<file path="config.mk">
export PLATFORM = sky130hd
export DESIGN_NAME = debounce_timer_scheduler
export DESIGN_NICKNAME = d
export VERILOG_FILES = /design/src/rtl/debounce_timer_scheduler.sv
export SDC_FILE = /design/constraint.sdc
export NUM_CORES = 1
export LEC_CHECK = 0
export BUFFER_PORTS_ARGS = -buffer_cell sky130_fd_sc_hd__buf_2
export CORE_MARGIN = 3
export CORE_UTILIZATION = 30
export CTS_CLUSTER_DIAMETER = 200
export DETAILED_ROUTE_END_ITERATION = 12
export PLACE_DENSITY = 0.59
export SYNTH_ARGS = -nofsm -noshare
export SYNTH_HDL_FRONTEND = slang
export SYNTH_SLANG_ARGS = --single-unit
</file>
<file path="constraint.sdc">
create_clock -name clk -period 2.1 [get_ports clk]
set_clock_uncertainty 0.05 [all_clocks]
set_input_delay 0.315 -clock clk [delete_from_list [all_inputs] [get_ports clk]]
set_output_delay 0.315 -clock clk [all_outputs]
set_load 0.02 [all_outputs]
</file>
<file path="src/rtl/debounce_timer_scheduler.sv">
// N-channel push-button debouncer sharing one qualification timer.
// Channels with a pending change are granted the timer round-robin.
module debounce_timer_scheduler #(
   parameter int N          = 4,
   parameter int CH_BITS    = 2,
   parameter int TICKS      = 1000000,
   parameter int TIMER_BITS = 20
) (
   input  logic               clk,
   input  logic               reset_n,
   input  logic [N-1:0]       noisy,
   output logic [N-1:0]       debounced,
   output logic [N-1:0]       press_pulse,
   output logic [N-1:0]       release_pulse,
   output logic               busy,
   output logic [CH_BITS-1:0] active_ch
);

   typedef enum logic [1:0] {IDLE, COUNT, COMMIT} state_t;

   state_t                state_q, state_d;
   logic [N-1:0]          meta_q, sync_q;
   logic [N-1:0]          deb_q, deb_d;
   logic [N-1:0]          press_q, press_d;
   logic [N-1:0]          rel_q, rel_d;
   logic [CH_BITS-1:0]    ch_q, ch_d;
   logic [CH_BITS-1:0]    rr_q, rr_d;
   logic [TIMER_BITS-1:0] timer_q, timer_d;

   logic [N-1:0]          pend;
   logic                  found;
   logic [CH_BITS-1:0]    grant;

   // A channel wants the timer whenever its synchronised level disagrees with its accepted level.
   assign pend = sync_q ^ deb_q;

   always_comb begin : rr_search
      found = 1'b0;
      grant = '0;
      for (int k = 0; k < N; k++) begin
         if (!found && pend[(int'(rr_q) + k) % N]) begin
            found = 1'b1;
            grant = CH_BITS'((int'(rr_q) + k) % N);
         end
      end
   end

   always_comb begin : next_state
      // NOTE: every signal gets a default first so no path leaves it unassigned (no latches).
      state_d = state_q;
      ch_d    = ch_q;
      rr_d    = rr_q;
      timer_d = timer_q;
      deb_d   = deb_q;
      press_d = '0;
      rel_d   = '0;
      case (state_q)
         IDLE: begin
            if (found) begin
               state_d = COUNT;
               ch_d    = grant;
               timer_d = TIMER_BITS'(TICKS - 1);
            end
         end
         COUNT: begin
            // A bounce on the owner wins over expiry in the same cycle.
            if (!pend[ch_q]) begin
               state_d = IDLE;
               ch_d    = '0;
            end else if (timer_q == '0) begin
               state_d = COMMIT;
            end else begin
               timer_d = timer_q - 1'b1;
            end
         end
         COMMIT: begin
            deb_d[ch_q] = ~deb_q[ch_q];
            if (deb_q[ch_q]) rel_d[ch_q]   = 1'b1;
            else             press_d[ch_q] = 1'b1;
            rr_d    = (ch_q == CH_BITS'(N - 1)) ? '0 : ch_q + 1'b1;
            state_d = IDLE;
            ch_d    = '0;
         end
         default: begin
            state_d = IDLE;
            ch_d    = '0;
         end
      endcase
   end

   // NOTE: the synchroniser flops are reset too, so a reset pulse fully restarts qualification.
   always_ff @(posedge clk or negedge reset_n) begin
      if (!reset_n) begin
         state_q <= IDLE;
         meta_q  <= '0;
         sync_q  <= '0;
         deb_q   <= '0;
         press_q <= '0;
         rel_q   <= '0;
         ch_q    <= '0;
         rr_q    <= '0;
         timer_q <= '0;
      end else begin
         // NOTE: non-blocking assignments so every flop samples pre-edge values.
         state_q <= state_d;
         meta_q  <= noisy;
         sync_q  <= meta_q;
         deb_q   <= deb_d;
         press_q <= press_d;
         rel_q   <= rel_d;
         ch_q    <= ch_d;
         rr_q    <= rr_d;
         timer_q <= timer_d;
      end
   end

   assign debounced     = deb_q;
   assign press_pulse   = press_q;
   assign release_pulse = rel_q;
   assign busy          = (state_q != IDLE);
   assign active_ch     = ch_q;

endmodule
</file>
==> impl_metrics.csv <==
group,metric,value,unit
run_status,status,"finished with violations",
run_status,failed_checks,"negative setup slack",
global_route,vias_in_the_first_global_route,1769,
clock_tree,path_clk_slew,90,ps
yosys,synth_top_area_share,51.25,%
sta,grt_setup_unrepaired,"true",
floorplanning,design.portCount,21,
flow_run,timing.max_cap.violations,0,
clock_tree,cts_max_level,2,
floorplanning,fp.coreArea,7019,um2
clock_tree,cts_num_sinks,46,
clock_tree,cts_tree,"built",
sta,worst_slew_pin_slew,672.7,ps
clock_tree,cts-root-buf,"clkbuf_8",
routing,detail_route.drc_violations,0,
routing,post_drt_via_cell_ratio,4.962,
yosys,synth_mux_area_share,2.451,%
worst_setup_path,critical_path.reg2reg.endpoint,"timer_q[7]$_DFFE_PN0P_",
sta,slack_of_the_critical_path,-60.71,ps
routing,detailroute.via_count,1841,
yosys,dominant_combinational_cell_family_by_area_after_synthesis,"simple AND/OR/NAND/NOR gates",
worst_hold_path,hold-path-endpoint,"meta_q[2]$_DFF_PN0_",
placement,post_dp_cell_area,2781,um2
yosys,syn_inst,204,
floorplanning,floorplan.initialDensity,32.00,%
sta,fin_worst_hold_slack,64.75,ps
worst_hold_path,holdCritStartpoint,"noisy[2]",
global_route,largest_net_degree_at_the_start_of_global_routing,25,
sta,finalCritPeriodShare,102.9,%
power,vdd_drop_max,0.3313,mV
floorplanning,core.rowCount,30,
worst_setup_path,crit_required,2240,ps
worst_setup_path,critical_path_class,"reg2reg",
routing,drt_pre_antenna_iters,4,
worst_hold_path,min_delay_path_depth,1,
yosys,synth_most_common_cell,"dfrtp_1",
routing,wl_per_cell,14.03,um
yosys,ys_seq_elements,46,
sta,finalSetupViolCount,3,
global_route,grt_util_all_layers,12.63,%
yosys,synth_area_per_cell,11.01,um2
sta,timing.final.hold_violations,0,
worst_setup_path,worst-endpoint-arrival,2300,ps
finish,final_layout_size_suffix_gt1_share,42.55,%
placement,detailedPlace.worstSlack,-94.37,ps
worst_setup_path,worst-r2r-setup-slack,-60,ps
yosys,yosysSeqAreaShare,51.25,%
yosys,synth-async-reset-ratio,100.0,%
yosys,count_of_warnings_emitted_by_yosys,0,
sta,drv_slew,0,
yosys,synthTopCellsByCount,"46 x dfrtp_1, 17 x nor2_1, 13 x a21oi_1, 13 x nand2_1, 8 x or4_1",
power,leakagePower,0.001415,uW
routing,wirelength,5.206,mm
sta,final.min_clock_period,2161,ps
floorplanning,floorplan.die.width,92.53,um
clock_tree,max-clock-path-buffers,2,
yosys,synth-simple-area-share,20.78,%
finish,fillerInstances,664,
routing,detailedRoute.firstIterationViolations,135,
floorplanning,dieArea,8561,um2
global_route,number_of_antenna_violations_at_the_first_check_in_global_routing,0,
worst_setup_path,end_kind,"flip-flop",
placement,port-buffer-count,20,
routing,route.antenna.remaining_nets,0,
placement,gp_congestion,0.8537,
yosys,yosys.area_share.xor_xnor,4.568,%
global_route,grt_pass1_wl,8.680,mm
yosys,yosys_most_used_dff,"dfrtp_1",
clock_tree,worstSkewPairLatency,300,ps
finish,multi_input_comb_area,1191,um2
worst_setup_path,setup.worst_path.start_class,"flip-flop",
finish,areaGrowthSynthToFinish,37.21,%
yosys,synthDistinctLibCells,51,
global_route,gr-total-overflow,0,
worst_setup_path,rr_startpoint,"timer_q[3]$_DFFE_PN0P_",
floorplanning,die_h,92.53,um
finish,antennaDiodeCount,0,
finish,final-seq-area,1152,um2
yosys,mappedNetlistArea,2246,um2
worst_setup_path,worstPathMaxFanout,3,
finish,num-nets-final,286,
yosys,synth_fa_ha_area_share,3.343,%
sta,max_slew_margin,54.94,%
sta,achievable-frequency,462.8,MHz
finish,design_area,3082,um2
power,power.density,807.1,nW/um2
yosys,post_synth_main_area_contributors,"dfrtp_1 51%, ha_1 3.3%, a21oi_1 2.9%",
worst_hold_path,hp-class,"in2reg",
placement,dp.final_hpwl,3.761,mm
clock_tree,numCtsBuffers,5,
yosys,yosys.area.top_type,"dfrtp_1",
yosys,number_of_enable_type_register_cells_in_the_synthesized_netlist,0,
yosys,syn-num-nets,216,
yosys,synth_compound_area_share,15.65,%
worst_setup_path,worst_r2r_path_depth,5,
critical path, cell delays in order (launching register included):
cell and delay (ps):
dfrtp_1 410, or4_1 570, buf_4 160, or4_2 560
o211ai_1 200, o31ai_1 100
cells in the final DEF (no fill, tap or decap), drive strengths merged, types with 3 or more instances in the layout:
master	n
and3	7
ha	6
nand3	6
dfrtp	46
o21ai	3
nand2	13
nor2	17
o31ai	7
xor2	5
buf	67
or4	10
o41ai	4
o211ai	4
clkbuf	5
or3	6
nor4	4
nor3	5
inv	6
xnor2	5
a21oi	13
a31oi	3
state kept, by name, indices dropped and copies added, names as in the netlist:
signal	cells
sync_q	4
meta_q	4
state_q	2
press_pulse	4
active_ch	2
release_pulse	4
timer_q	20
debounced	4
rr_q	2
kinds of logic (layout without fill, tap and decap cells):
| family | after synthesis | count (layout) |
|---|---|---|
| and+or+nand+nor | 79 | 79 |
| AOI/OAI and AO/OA | 49 | 49 |
| DFF | 46 | 46 |
| xor gates and xnor gates | 10 | 10 |
| buffers and inverters | 10 | 81 |
| adders and majority gates | 6 | 6 |
| muxes | 4 | 4 |
routing by layer:
| layer | part of all wire (%) | GRT usage (%) | wire (um) |
|---|---|---|---|
| met1 | 48 | 17.77 | 2496 |
| met2 | 47 | 19.27 | 2460 |
| met3 | 3.3 | 2.518 | 170 |
| met4 | 1.5 | 4.455 | 79 |
| met5 | 0 | 0 | 0 |
worst max-delay path by stage:
stage / cells after the start / endpoint / slack (ps) / from
after floorplan: 6 / timer_q[17]$_DFFE_PN0P_ / -50 / timer_q[3]$_DFFE_PN0P_
after global placement: 6 / timer_q[9]$_DFFE_PN0P_ / -80 / debounced[0]$_DFFE_PN0P_
after detailed placement: 8 / timer_q[9]$_DFFE_PN0P_ / -90 / timer_q[1]$_DFFE_PN0P_
after CTS: 8 / timer_q[13]$_DFFE_PN0P_ / -50 / timer_q[0]$_DFFE_PN0P_
after global routing: 5 / timer_q[7]$_DFFE_PN0P_ / -130 / timer_q[3]$_DFFE_PN0P_
final: 5 / timer_q[7]$_DFFE_PN0P_ / -60 / timer_q[3]$_DFFE_PN0P_
cell type report:
type                            instances  share of cell area [%]
Tap cell                               96                   3.898
Clock buffer                            5                   2.233
Inverter                                5                  0.6090
Sequential cell                        46                   37.39
Clock inverter                          3                   1.421
Timing Repair Buffer                   68                   15.79
Multi-Input combinational cell        148                   38.65
stage by stage:
step | TNS (ps) | cells | util, % | power, uW
after floorplan | -60.11 | 204 | - | 1379
after global placement | -219.3 | 357 | 39.63 | 1695
after detailed placement | -513.5 | 357 | 39.63 | 1696
after CTS | -174.0 | 367 | 41.68 | 2385
after global routing | -1131 | 371 | 43.90 | 2625
final | -116.7 | 371 | 43.90 | 2487
report_power, final:
group / total [uW] / switching (uW) / internal [uW]
clock network: 676 / 319 / 357
registers: 971 / 39.2 / 932
logic: 840 / 460 / 381
total: 2490 / 818 / 1670
what timing repair did:
action / in CTS / in global routing
hold buffers: 1 / 0
pin swaps: 1 / 11
buffers inserted: 1 / 4
hold endpoints to repair: 22 / 0
endpoints found under the setup margin: 11 / 19
resized for setup: 4 / 27
Power figures use the tool's default switching activity.
